[src/rtl/sram_fifo_pkg.sv]
// Shared defaults for the SRAM-backed show-ahead FIFO.
package sram_fifo_pkg;
  localparam int SRAM_FIFO_DEF_WIDTH = 64;
  localparam int SRAM_FIFO_DEF_SIZE  = 8;
endpackage

[src/rtl/sram_fifo_sram_1r1w.sv]
// One-read/one-write SRAM, registered read, same-address write-to-read bypass.
module sram_1r1w #(
  parameter int DATA_WIDTH = 64,
  parameter int SIZE       = 8,
  localparam int AW        = $clog2(SIZE)
) (
  input  logic                  clk,
  input  logic                  i_rd_en,
  input  logic [AW-1:0]         i_rd_addr,
  output logic [DATA_WIDTH-1:0] o_rd_data,
  input  logic                  i_wr_en,
  input  logic [AW-1:0]         i_wr_addr,
  input  logic [DATA_WIDTH-1:0] i_wr_data
);
  logic [DATA_WIDTH-1:0] r_mem [SIZE];
  logic [DATA_WIDTH-1:0] r_rd_data;

  always_ff @(posedge clk) begin
    if (i_wr_en) r_mem[i_wr_addr] <= i_wr_data;
    // Bypass lets a write into the slot being read show up on the same edge.
    if (i_rd_en)
      r_rd_data <= (i_wr_en && (i_wr_addr == i_rd_addr)) ? i_wr_data : r_mem[i_rd_addr];
  end

  assign o_rd_data = r_rd_data;
endmodule

[src/rtl/sram_fifo.sv]
// Show-ahead FIFO controller over a single sram_1r1w; head entry is always on
// dequeue_value while empty is low.
module sram_fifo
  import sram_fifo_pkg::*;
#(
  parameter int WIDTH                  = SRAM_FIFO_DEF_WIDTH,
  parameter int SIZE                   = SRAM_FIFO_DEF_SIZE,
  parameter int ALMOST_FULL_THRESHOLD  = SIZE,
  parameter int ALMOST_EMPTY_THRESHOLD = 1,
  parameter bit STRICT_PROTOCOL        = 1'b1
) (
  input  logic             clk,
  input  logic             reset,
  input  logic             flush_en,
  input  logic             enqueue_en,
  input  logic [WIDTH-1:0] enqueue_value,
  input  logic             dequeue_en,
  output logic [WIDTH-1:0] dequeue_value,
  output logic             full,
  output logic             empty,
  output logic             almost_full,
  output logic             almost_empty
);
  localparam int ADDR_WIDTH = $clog2(SIZE);
  localparam logic [ADDR_WIDTH:0] SIZE_CNT = (ADDR_WIDTH+1)'(SIZE);

  logic [ADDR_WIDTH-1:0] r_rd_ptr, r_wr_ptr, w_rd_addr;
  logic [ADDR_WIDTH:0]   r_count, w_count_nxt;
  logic                  r_full, r_empty, r_almost_full, r_almost_empty;
  logic                  w_clr, w_do_enq, w_do_deq;

  assign w_clr    = reset || flush_en;
  assign w_do_enq = enqueue_en && (!r_full || dequeue_en) && !w_clr;
  assign w_do_deq = dequeue_en && !r_empty && !w_clr;

  // Read the next head every cycle so it is registered in time to be shown.
  assign w_rd_addr   = r_rd_ptr + ADDR_WIDTH'(w_do_deq);
  assign w_count_nxt = w_clr ? '0
                     : r_count + (ADDR_WIDTH+1)'(w_do_enq) - (ADDR_WIDTH+1)'(w_do_deq);

  always_ff @(posedge clk) begin
    if (w_clr) begin
      r_rd_ptr <= '0;
      r_wr_ptr <= '0;
      r_count  <= '0;
    end else begin
      r_rd_ptr <= w_rd_addr;
      r_wr_ptr <= r_wr_ptr + ADDR_WIDTH'(w_do_enq);
      r_count  <= w_count_nxt;
    end
    // Flags follow next-state count; a clear drives it to zero, giving reset values.
    r_empty        <= (w_count_nxt == '0);
    r_full         <= (w_count_nxt == SIZE_CNT);
    r_almost_full  <= (int'(w_count_nxt) >= ALMOST_FULL_THRESHOLD);
    r_almost_empty <= (int'(w_count_nxt) <= ALMOST_EMPTY_THRESHOLD);
  end

  sram_1r1w #(.DATA_WIDTH(WIDTH), .SIZE(SIZE)) u_sram (
    .clk       (clk),
    .i_rd_en   (1'b1),
    .i_rd_addr (w_rd_addr),
    .o_rd_data (dequeue_value),
    .i_wr_en   (w_do_enq),
    .i_wr_addr (r_wr_ptr),
    .i_wr_data (enqueue_value)
  );

  assign full         = r_full;
  assign empty        = r_empty;
  assign almost_full  = r_almost_full;
  assign almost_empty = r_almost_empty;

`ifndef SYNTHESIS
  always_ff @(posedge clk) begin
    if (!reset) begin
      if (STRICT_PROTOCOL) begin
        assert (!(enqueue_en && r_full && !dequeue_en))
          else begin $error("sram_fifo: enqueue while full"); $finish; end
        assert (!(dequeue_en && r_empty))
          else begin $error("sram_fifo: dequeue while empty"); $finish; end
      end
      assert (r_count <= SIZE_CNT)
        else begin $error("sram_fifo: count exceeds SIZE"); $finish; end
    end
  end
`endif
endmodule

[config.mk]
export PLATFORM = sky130hd
export DESIGN_NAME = sram_fifo
export DESIGN_NICKNAME = d
export VERILOG_FILES = /design/src/rtl/sram_fifo_pkg.sv /design/src/rtl/sram_fifo_sram_1r1w.sv /design/src/rtl/sram_fifo.sv
export SDC_FILE = /design/constraint.sdc
export NUM_CORES = 1
export LEC_CHECK = 0
export BUFFER_PORTS_ARGS = -buffer_cell sky130_fd_sc_hd__buf_2
export CELL_PAD_IN_SITES_DETAIL_PLACEMENT = 0
export CELL_PAD_IN_SITES_GLOBAL_PLACEMENT = 1
export CORE_MARGIN = 2
export CORE_UTILIZATION = 48
export CTS_BUF_LIST = sky130_fd_sc_hd__clkbuf_4 sky130_fd_sc_hd__clkbuf_8 sky130_fd_sc_hd__clkbuf_16
export DETAILED_ROUTE_END_ITERATION = 8
export PLACE_DENSITY = 0.79
export SLEW_MARGIN = 25
export SYNTH_ARGS = -nofsm -noshare
export SYNTH_HDL_FRONTEND = slang
export SYNTH_SLANG_ARGS = --single-unit
[constraint.sdc]
create_clock -name clk -period 6.3 [get_ports clk]
set_input_delay 1.26 -clock clk [delete_from_list [all_inputs] [get_ports clk]]
set_output_delay 1.26 -clock clk [all_outputs]
set_load 0.1 [all_outputs]
; Yosys cells after proc, flatten, opt, wreduce, memory -nomap -nowiden
; Memories as Yosys holds them, arrays and structs flattened. A register that Yosys moved wholly into a read port is not among the register bits.
; Cells that the tools add are included.
[op_classes]
n_addsub = 4
order_cmp = 2
n_eq_ne = 1
mux = 3
n_reduce_logical = 10
[op_table]
columns = op, count
row1 = adder 3 x 1 -> 3 bit, 2
row2 = adder 4 x 1 -> 4 bit, 1
row3 = "== test 4 bit, second input constant", 1
row4 = "greater-or-equal comparator 4 bit, second input constant", 1
row5 = "less-or-equal comparator 4 x 1 -> 1 bit, second input constant", 1
row6 = logical AND 1 bit, 4
row7 = zero test 4 bit, 1
row8 = two-way mux 4 bit, 1
row9 = subtractor 4 x 1 -> 4 bit, 1
row10 = zero test 1 bit, 3
row11 = logical OR 1 bit, 2
row12 = two-way mux 1 bit, 2
[word_totals]
regBits = 14
ram_bits = 512
out_inout_bits = 68
wordCells = 28
n_memories = 1
[mem_list]
columns = memory, words, width, read_ports, rd_clocked_by_memory_dff, write_ports, line
row1 = u_sram.r_mem, 8, 64, 1, 1, 1, sram_fifo_sram_1r1w.sv:15  ; logic [DATA_WIDTH-1:0] r_mem [SIZE];

; Longest topological paths before layout
; Gate-level depths: netlist (run 1).
[depth]
word_depth = 8
mapped_depth = 10
ltp_nobuf = 9

; Modules after synthesis
; Synthesis (run 1) repeated with hierarchy kept, for this count alone.
[unflattened]
cells_unflattened = 950
hier_area_um2 = 22589.2
[modules_own_cells]
columns = module, n_inst, cells_each, area_each_um2
row1 = sram_1r1w, 1, 891, 21978.6
row2 = sram_fifo, 1, 59, 610.6

; Least setup slack after synthesis (run 1)
; Ideal clock, no wire load.
[synth_path]
kind = input port to flip-flop
from = input port flush_en
to = memory u_sram.r_mem[1][0] (enable)
setup_ns = 0.565
t_arrival_ns = 6.249
required_time_ns = 5.735
setup_slack_ns = -0.514
path_stages = 4
n_path_buf = 1
path_cell_list = nor2_1 clkbuf_1 nand4_1 nor3_1
[synth_between]
elab_chain_len = 5
[synth_rtl]
columns = element, line
row1 = "start, declared", sram_fifo.sv:14  ; input logic flush_en,
row2 = logical OR 1 bit, sram_fifo.sv:32  ; assign w_clr = reset || flush_en;
row3 = zero test 1 bit, sram_fifo.sv:33  ; assign w_do_enq = enqueue_en && (!r_full || dequeue_en) && !w_clr;
row4 = logical AND 1 bit, sram_fifo.sv:33
row5 = two-way mux 1 bit, sram_fifo_sram_1r1w.sv:19  ; if (i_wr_en) r_mem[i_wr_addr] <= i_wr_data;
row6 = two-way mux 1 bit (not written as such), sram_fifo_sram_1r1w.sv:19
row7 = "end, declared", sram_fifo_sram_1r1w.sv:15
; Every way passes these cells.

==> metrics.md, run 1 <==
| Metric | Value |
|---|---|
| Count of final max-slew check failures | 0 |
| Least-Margin Pin Slew | 0.794 ns |
| Port bufs | 136 |
| Row cnt | 74 |
| Most common cell in the synthesized netlist | edfxtp_1 |
| Flop-to-flop setup slack | 3.80 ns |
| Full die area | 43,200 um^2 |
| Die outline width | 208 um |
| Yosys reg bits | 529 |
| Drt via density | 5.56 |
| Top_reg_cell synth | edfxtp_1 |
| Total Power | 0.00710 W |
| Highest ir drop seen on vdd | 0.000244 V |
| Placer Congestion | 0.681 |
| Setup crit end kind | output pin |
| Routed Antenna Nets | 0 |
| Setup Viol. Count Final | 0 |
| Synth top area cells | edfxtp_1 (77%), mux4_2 (14%), mux2_2 (3.6%) |
| First-pass GRT wire length | 56.2 mm |
| Min cycle time layout | 4.40 ns |
| H-tree Lvls | 2 |
| MaxCap Viol Count | 0 |
| CP required | 5.04 ns |
| Dpl hpwl | 20.0 mm |
| Synth unique cells | 30 |
| Clock skew | 0.0256 ns |
| Design Area, Final | 23,000 um^2 |
| Async set-reset flop share out of synthesis | 0% |
| Gates resized, CTS repair | 0 |
| CTS buffer count | 52 |
| Post-synthesis sequential area ratio | 78.8% |
| Number of global-route vias before repair | 9,106 |
| Initial antenna violation count | 7 |
| Leak | 7.30 nW |
| Setup bufs post-CTS | 0 |
| Status | completed |
| Synth cell count leaders | edfxtp_1 (512), mux4_2 (128), mux2_2 (64) |
| Total negative slack | 0 ns |
| Number of synthesized flops with an enable pin | 512 |
| Power per Cell Area | 309 nW/um^2 |
| Area of the mapped netlist | 19,900 um^2 |
| Synth top area share | 77.1% |
| TritonCTS sink count | 529 |
| Post-place instance area | 21,300 um^2 |
| Fmax | 227 MHz |
| DRT Pass-1 Iters | 4 |
| Cell accounting for the most synthesized area | edfxtp_1 |
| Final nets | 1,066 |
| Crit path DAT | 3.14 ns |
| Syn_area_per_cell | 24.5 um^2 |
| Area growth, synth to finish | 15.4% |
| Reg clk slew, reported paths | 0.06 ns |
| Initial core utilization | 48.7% |
| Final wirelength | 37.0 mm |
| CTS root buf | clkbuf_16 |
| Ys Warns | 0 |
| Critical path startpoint category | register |
| DRC | 0 |
| CTS tree | built |
| Grt total ovfl | 0 |
| Slew margin rel. | 47.1% |
| Hold_buf cts | 0 |
| Initial DRC count | 515 |
| Routed vias | 8,667 |
| Die Ht | 208 um |
| Mapped Nets | 891 |
| CP max FO | 35 |
| # IOs | 137 |
| Type of the tightest min-delay check | register to register |
| Clock Latency Late Sink | 0.59 ns |
| GRT Total Usage | 17.4% |
| Final period utilization | 69.8% |
| RSZ-0062 raised after global routing | false |
| Share of layout cells above drive strength 1 | 43.1% |
| Syn Inst Count | 813 |
| Routed length per instance | 23.8 um |
| Largest net degree at the start of global routing | 65 |
| Final-report hold violation count | 0 |
| N_diodes | 0 |
| Clock Path Buffers | 3 |
| Placeable Area | 40,900 um^2 |
| Crit Path Category | register to output pin |
==> placed cells by master, fill, tap and decap left out, drive strengths merged <==
| master | netlist | final |
|---|---|---|
| a211o | 1 | 1 |
| a21boi | 1 | 1 |
| a21oi | 1 | 1 |
| and2 | 8 | 8 |
| and3 | 2 | 2 |
| buf | 26 | 157 |
| bufinv | 0 | 4 |
| clkbuf | 10 | 62 |
| clkinv | 0 | 23 |
| clkinvlp | 0 | 1 |
| dfxtp | 17 | 17 |
| edfxtp | 512 | 512 |
| fa | 1 | 1 |
| ha | 8 | 8 |
| inv | 5 | 8 |
| mux2 | 64 | 64 |
| mux4 | 128 | 128 |
| nand2 | 3 | 3 |
| nand2b | 3 | 3 |
| nand3 | 2 | 2 |
| nand4 | 2 | 2 |
| nand4b | 1 | 1 |
| nor2 | 8 | 8 |
| nor3 | 2 | 2 |
| nor3b | 1 | 1 |
| o21ai | 1 | 1 |
| o31ai | 1 | 1 |
| or2 | 1 | 1 |
| xnor2 | 2 | 2 |
| xor2 | 2 | 2 |
==> stage by stage <==
step	utilization (%)	std cells	hold slack (ns)	worst slack, ns
after floorplan	-	813	0.416	1.20
after global placement	52.1	1465	0.423	2.16
after global routing	56.2	1559	0.487	1.67
after detailed placement	52.2	1466	0.436	2.12
final	56.2	1559	0.441	1.90
after CTS	56.2	1559	0.447	1.76
==> sequential cells by signal, indices dropped and copies added, names as in the netlist, named ones only <==
register	cells
u_sram.r_mem	512
r_count	4
r_rd_ptr	3
r_wr_ptr	3
almost_empty	1
almost_full	1
empty	1
full	1
==> critical path, cell delays in order (launching register included) <==
cell and delay [ns]:
dfxtp_4 0.83, buf_4 0.52, mux4_2 0.57, mux2_2 0.31, buf_2 0.30
==> logic make-up after synthesis <==
logic type | synth area share [%]
buffers and inverters | 1.26
flip-flops | 78.8
adder cells (fa/ha/maj) | 0.603
multiplexers | 18.1
AO/OA/AOI/OAI | 0.169
XOR/XNOR | 0.176
AND/OR/NAND/NOR | 0.891
==> final timing paths <==
path	startpoint	to	cells after the start
hold / removal	r_rd_ptr[2]	register	1
setup / recovery	register	dequeue_value[23]	4
setup reg to reg	full	u_sram.r_mem[4][59]	5
hold reg to reg	r_rd_ptr[2]	register	1
==> layer usage <==
| metal | global-route usage, % | wire (um) |
|---|---|---|
| met5 | 0 | 93 |
| met2 | 28.4 | 18500 |
| met1 | 23.5 | 15800 |
| met3 | 3.86 | 1850 |
| met4 | 5.21 | 754 |
==> power breakdown <==
group | switching (W) | total, W | internal, W | leakage, nW
clock network | 0.00124 | 0.00298 | 0.00174 | 0.829
registers | 0.00000551 | 0.00388 | 0.00387 | 4.75
logic | 0.000187 | 0.000247 | 0.0000594 | 1.72
==> final cells by class <==
| cell class | count | area (um^2) |
|---|---|---|
| clock buffers | 62 | 1390 |
| clock inverters | 31 | 255 |
| fillers | 2976 | 17900 |
| inverters | 5 | 18.8 |
| multi-input cells | 243 | 4040 |
| flip-flops and latches | 529 | 15700 |
| well taps | 532 | 666 |
| repair buffers | 157 | 900 |
(Power assumes the default switching activity.)
==> inputs of run 2 (changes only) <==
CORE_UTILIZATION = 53   (was 48)
PLACE_DENSITY = 0.82   (was 0.79)
clock period = 4.1 ns   (was 6.3 ns; I/O delays follow)
==> metrics.md, run 2 (synthesized netlist as in run 1, its figures left out) <==
| Metric | Value |
|---|---|
| Status | completed |
| Final nets | 1,068 (+0.19%) |
| RSZ-0062 raised after global routing | false |
| Final-report hold violation count | 0 (unchanged) |
| MaxCap Viol Count | 0 (unchanged) |
| Least-Margin Pin Slew | 0.643 ns (-0.151 ns) |
| Initial core utilization | 53.4% (+4.7 points) |
| Sequential power share | 55.0% (+0.4 points) |
| Biggest register | u_sram.r_mem |
| Net Sw Frac | 20.3% (+0.056 points) |
| Routed Antenna Nets | 0 (unchanged) |
| DR WL met2 | 18.3 mm (-0.98%) |
| Largest net degree at the start of global routing | 61 (-6.2%) |
| Clock skew | 0.0156 ns (-0.0100 ns) |
| Power per Cell Area | 470 nW/um^2 (+52%) |
| Routed length per instance | 24.6 um (+3.5%) |
| Setup bufs post-CTS | 0 (unchanged) |
| Number of global-route vias before repair | 9,265 (+1.7%) |
| Routed vias | 8,781 (+1.3%) |
| First-pass GRT wire length | 56.0 mm (-0.41%) |
| Int Power | 0.00863 W (+52%) |
| Area growth, synth to finish | 15.5% |
| Crit path DAT | 2.81 ns (-0.33 ns) |
| NetSw | 0.00220 W (+53%) |
| GRT Total Usage | 19.5% (+2.2 points) |
| Slew margin rel. | 57.1% (+10 points) |
| Row cnt | 71 (-4.1%) |
| Multi-input gate area | 4040 um^2 (unchanged) |
| Setup Viol. Count Final | 0 (unchanged) |
| Leak | 7.33 nW (+0.43%) |
| CTS root buf | clkbuf_16 |
| Fillers | 2,565 (-14%) |
| Hold_ws | 0.440 ns (-0.00192 ns) |
| Final wirelength | 37.1 mm (about the same) |
| Dpl hpwl | 19.9 mm (-0.59%) |
| CP required | 3.28 ns (-1.76 ns) |
| Clock Latency Late Sink | 0.57 ns (-0.02 ns) |
| Gate power share | 3.5% (about the same) |
| Max reg flops | 512 (unchanged) |
| Min cycle time layout | 3.63 ns |
| Type of the tightest min-delay check | register to register |
| Top Metal Used | met5 |
| Most common cell after layout, fill and taps aside | edfxtp_1 |
| CTS buffer count | 51 (-1.9%) |
| Port bufs | 136 (unchanged) |
| # IOs | 137 (unchanged) |
| Die outline width | 198 um (-4.7%) |
| Hold_buf cts | 0 (unchanged) |
| Die Ht | 198 um (-4.7%) |
| Full die area | 39,200 um^2 (-9.3%) |
| DRC | 0 (unchanged) |
| Worst flop-to-flop path endpoint | full |
| Critical path startpoint category | register |
| Reg-to-reg startpoint | empty |
| Metal3 WL | 2.21 mm (+19%) |
| Flop-to-flop setup slack | 1.86 ns (-1.94 ns) |
| Reg clk slew, reported paths | 0.06 ns (about the same) |
| Highest ir drop seen on vdd | 0.000339 V (+39%) |
| Initial DRC count | 625 (+21%) |
| Clock Power Share | 41.5% (-0.5 points) |
| DRT Pass-1 Iters | 4 (unchanged) |
| H-tree Lvls | 2 (unchanged) |
| Post-place instance area | 21,400 um^2 (+0.24%) |
| Placer Congestion | 0.714 (+4.8%) |
| Final period utilization | 88.4% |
| Met1 Wirelength | 15.8 mm (-0.20%) |
| Gates resized, CTS repair | 0 (unchanged) |
| Share of layout cells above drive strength 1 | 43.5% (+0.32 points) |
| Fmax | 276 MHz |
| Clock Path Buffers | 3 (unchanged) |
| Initial antenna violation count | 7 (unchanged) |
| Regs by FF count | u_sram.r_mem: 512 flops, r_count: 4 flops |
| Setup crit end kind | output pin |
| Grt total ovfl | 0 (unchanged) |
| CP max FO | 60 (+71%) |
| Hold_sp | r_rd_ptr[2] |
| Design Area, Final | 23,000 um^2 (+0.15%) |
| Crit Path Category | register to output pin |
| TritonCTS sink count | 529 (unchanged) |
| Drt via density | 5.83 (+4.8%) |
| Most frequent cells in the layout | edfxtp_1 (512), buf_2 (136), mux4_2 (128) |
| FF/Latch Area | 15,700 um^2 (unchanged) |
| CTS tree | built |
| Crit path to | dequeue_value[16] |
| Count of final max-slew check failures | 0 (unchanged) |
| Reg2reg path depth | 7 (+2) |
| Placeable Area | 37,300 um^2 (-8.8%) |
==> run 2: worst max-delay path: stages, from the launching register on <==
cell and delay, ns:
dfxtp_4 0.55, buf_12 0.46, mux4_2 0.57, mux2_2 0.30, buf_2 0.30
==> run 2: layer usage <==
layer | GRT usage [%] | vias to the layer above
met1 | 27.0 | 4643
met2 | 32.1 | 232
met3 | 4.56 | 68
li1 | - | 3828
met4 | 4.48 | 10
met5 | 0 | -
==> run 2: worst min path at each step <==
stage	depth (start not counted)	slack, ns	endpoint
floorplan	1	0.42	register
global placement	1	0.43	register
detailed placement	1	0.43	register
CTS	1	0.45	register
global route	1	0.50	u_sram.r_mem[5][13]
finish	1	0.44	register
==> run 2: area by class of cell <==
type | instances | share of cell area (%)
multi-input combinational | 243 | 17.5
clock inverter | 28 | 1.04
sequential | 529 | 68.3
inverter | 5 | 0.0815
antenna | 2 | 0.0217
clock buffer | 66 | 6.03
tap | 474 | 2.57
timing repair buffer | 160 | 4.44
==> run 2: metrics by stage <==
step	power (W)	util [%]	setup slack (ns)	cells	setup TNS [ns]
after floorplan	0.00632	-	-0.564	813	-197.36
after global placement	0.00644	57.4	0.963	1411	0
after detailed placement	0.00645	57.4	0.907	1411	0
after CTS	0.0109	61.7	0.396	1505	0
after global routing	0.0112	61.7	0.309	1505	0
final	0.0108	61.7	0.474	1507	0
==> run 2: power by group through the flow <==
| stage | sequential (W) | combinational, W | clock [W] |
|---|---|---|---|
| final | 0.00595 | 0.000382 | 0.00449 |
| after detailed placement | 0.00607 | 0.000385 | 0 |
| after global placement | 0.00607 | 0.000377 | 0 |
| after CTS | 0.00595 | 0.000386 | 0.00460 |
| after floorplan | 0.00608 | 0.000244 | 0 |
| after global routing | 0.00595 | 0.000406 | 0.00481 |
==> inputs of run 3 (changes only) <==
--- a/config.mk
+++ b/config.mk
@@ -10,8 +10,8 @@
 export CELL_PAD_IN_SITES_GLOBAL_PLACEMENT = 1
 export CORE_MARGIN = 2
-export CORE_UTILIZATION = 53
-export CTS_BUF_LIST = sky130_fd_sc_hd__clkbuf_4 sky130_fd_sc_hd__clkbuf_8 sky130_fd_sc_hd__clkbuf_16
+export CORE_UTILIZATION = 60
+export CTS_BUF_LIST = sky130_fd_sc_hd__clkbuf_8
 export DETAILED_ROUTE_END_ITERATION = 8
-export PLACE_DENSITY = 0.82
+export PLACE_DENSITY = 0.91
 export SLEW_MARGIN = 25
 export SYNTH_ARGS = -nofsm -noshare
==> constraint.sdc (replaced) <==
create_clock -name clk -period 4.2 [get_ports clk]
set_input_delay 0.42 -clock clk [delete_from_list [all_inputs] [get_ports clk]]
set_output_delay 0.42 -clock clk [all_outputs]
set_load 0.1 [all_outputs]
==> metrics.md, run 3 (synthesized netlist as in run 1, its figures left out) <==
| Metric | Value |
|---|---|
| Status | completed |
| Routed Antenna Nets | 0 (unchanged) |
| Final wirelength | 36.4 mm (-1.7%) |
| Slew margin rel. | 54.6% (-2.5 points) |
| TritonCTS sink count | 529 (unchanged) |
| Placer Congestion | 0.716 (+0.34%) |
| Total Power | 0.00987 W (-8.9%) |
| MaxCap Viol Count | 0 (unchanged) |
| Crit path DAT | 2.90 ns (+0.09 ns) |
| CTS root buf | clkbuf_8 |
| Final core utilization | 69.6% (+7.8 points) |
| First-pass GRT wire length | 55.1 mm (-1.6%) |
| Design Area, Final | 22,700 um^2 (-1.5%) |
| Port bufs | 136 (unchanged) |
| Row cnt | 66 (-7.0%) |
| # IOs | 137 (unchanged) |
| Hold_buf cts | 0 (unchanged) |
| Setup Viol. Count Final | 0 (unchanged) |
| CP Buf/Inv Count | 2 (unchanged) |
| H-tree Lvls | 3 (+1) |
| Initial DRC count | 721 (+15%) |
| Final period utilization | 79.1% |
| Highest ir drop seen on vdd | 0.000237 V (-30%) |
| Power per Cell Area | 435 nW/um^2 (-7.5%) |
| Die Ht | 186 um (-5.9%) |
| Routed vias | 9,007 (+2.6%) |
| Dpl hpwl | 20.5 mm (+3.2%) |
| Max reg flops | 512 (unchanged) |
| Most common cell after layout, fill and taps aside | edfxtp_1 |
| Clock Path Buffers | 3 (unchanged) |
| Gates resized, CTS repair | 0 (unchanged) |
| Least-Margin Pin Slew | 0.681 ns (+0.0373 ns) |
| DRT Pass-1 Iters | 5 (+1) |
| CP max FO | 41 (-32%) |
| Count of final max-slew check failures | 0 (unchanged) |
| Placed cells | 1,375 (-2.6%) |
| Full die area | 34,700 um^2 (-11%) |
| Initial core utilization | 61.1% (+7.7 points) |
| Grt total ovfl | 0 (unchanged) |
| Critical path startpoint category | register |
| RSZ-0062 raised after global routing | false |
| Crit Path Category | register to output pin |
| CP required | 3.78 ns (+0.50 ns) |
| Most frequent cells in the layout | edfxtp_1 (512), buf_2 (136), mux4_2 (128) |
| Worst path cell trace | buf_12, mux4_2, mux2_2, buf_2 |
| Share of layout cells above drive strength 1 | 42.5% (-0.97 points) |
| Setup bufs post-CTS | 0 (unchanged) |
| CTS tree | built |
| Fmax | 301 MHz |
| Post-place instance area | 21,300 um^2 (-0.53%) |
| Type of the tightest min-delay check | input pin to register |
| Area growth, synth to finish | 13.8% |
| Largest net degree at the start of global routing | 65 (+6.6%) |
| CTS buffer count | 79 (+55%) |
| Layout Cells excl Fill | 1,517 (+0.66%) |
| Biggest register | u_sram.r_mem |
| Min cycle time layout | 3.32 ns |
| Setup crit end kind | output pin |
| Initial antenna violation count | 6 (-1) |
| Final-report hold violation count | 0 (unchanged) |
| Placeable Area | 32,600 um^2 (-13%) |
| Routed length per instance | 24.0 um (-2.4%) |
| Number of global-route vias before repair | 9,595 (+3.6%) |
| Clock Latency Late Sink | 0.60 ns (+0.03 ns) |
| DRC | 0 (unchanged) |
| Die outline width | 186 um (-5.9%) |
| Leak | 7.26 nW (-0.92%) |
| Clock skew | 0.0327 ns (+0.0172 ns) |
| Regs by FF count | u_sram.r_mem: 512 flops, r_count: 4 flops |
| Final nets | 1,092 (+2.2%) |
| Slowest CP cell | dfxtp_4 |
| Total negative slack | 0 ns (unchanged) |
| Reg clk slew, reported paths | 0.06 ns (about the same) |
| Cell family with most CP delay | multiplexers |
| GRT Total Usage | 21.7% (+2.2 points) |
| CP max stage delay | 0.69 ns (+0.12 ns) |
| Drt via density | 5.94 (+1.9%) |
[run 3: worst paths after layout]
check / start / endpoint / slack (ns) / cells after the start
worst max-delay path: register / dequeue_value[2] / 0.88 / 4
worst min-delay path: enqueue_value[52] / u_sram.r_mem[5][52] / 0.08 / 1
worst max register to register: full / full / 1.97 / 9
worst min register to register: r_rd_ptr[2] / register / 0.43 / 1
[run 3: through the flow]
| stage | setup WS [ns] | hold slack, ns |
|---|---|---|
| final | 0.878 | 0.0790 |
| after global routing | 0.678 | 0.0688 |
| after CTS | 0.760 | 0.0415 |
| after detailed placement | 1.42 | 0.424 |
| after global placement | 1.46 | 0.417 |
| after floorplan | -0.0887 | 0.416 |
[run 3: area by class of cell]
| type | count | area [um^2] |
|---|---|---|
| flip-flops and latches | 529 | 15700 |
| clock buffers | 80 | 1100 |
| multi-input cells | 243 | 4040 |
| diodes | 4 | 10.0 |
| fillers | 1877 | 9930 |
| well taps | 442 | 553 |
| clock inverters | 58 | 289 |
| repair buffers | 156 | 951 |
| inverters | 5 | 18.8 |
[run 3: layer usage]
layer | track usage, % | routed length, um
met5 | 0 | 11
met2 | 36.8 | 19000
met3 | 4.42 | 2180
met4 | 7.21 | 660
met1 | 28.7 | 14600
[run 3: report_power, final]
group / total (W) / internal [W] / switching (W)
sequential: 0.00582 / 0.00581 / 0.00000794
combinational: 0.000372 / 0.0000904 / 0.000282
clock: 0.00368 / 0.00185 / 0.00184
total: 0.00987 / 0.00774 / 0.00213
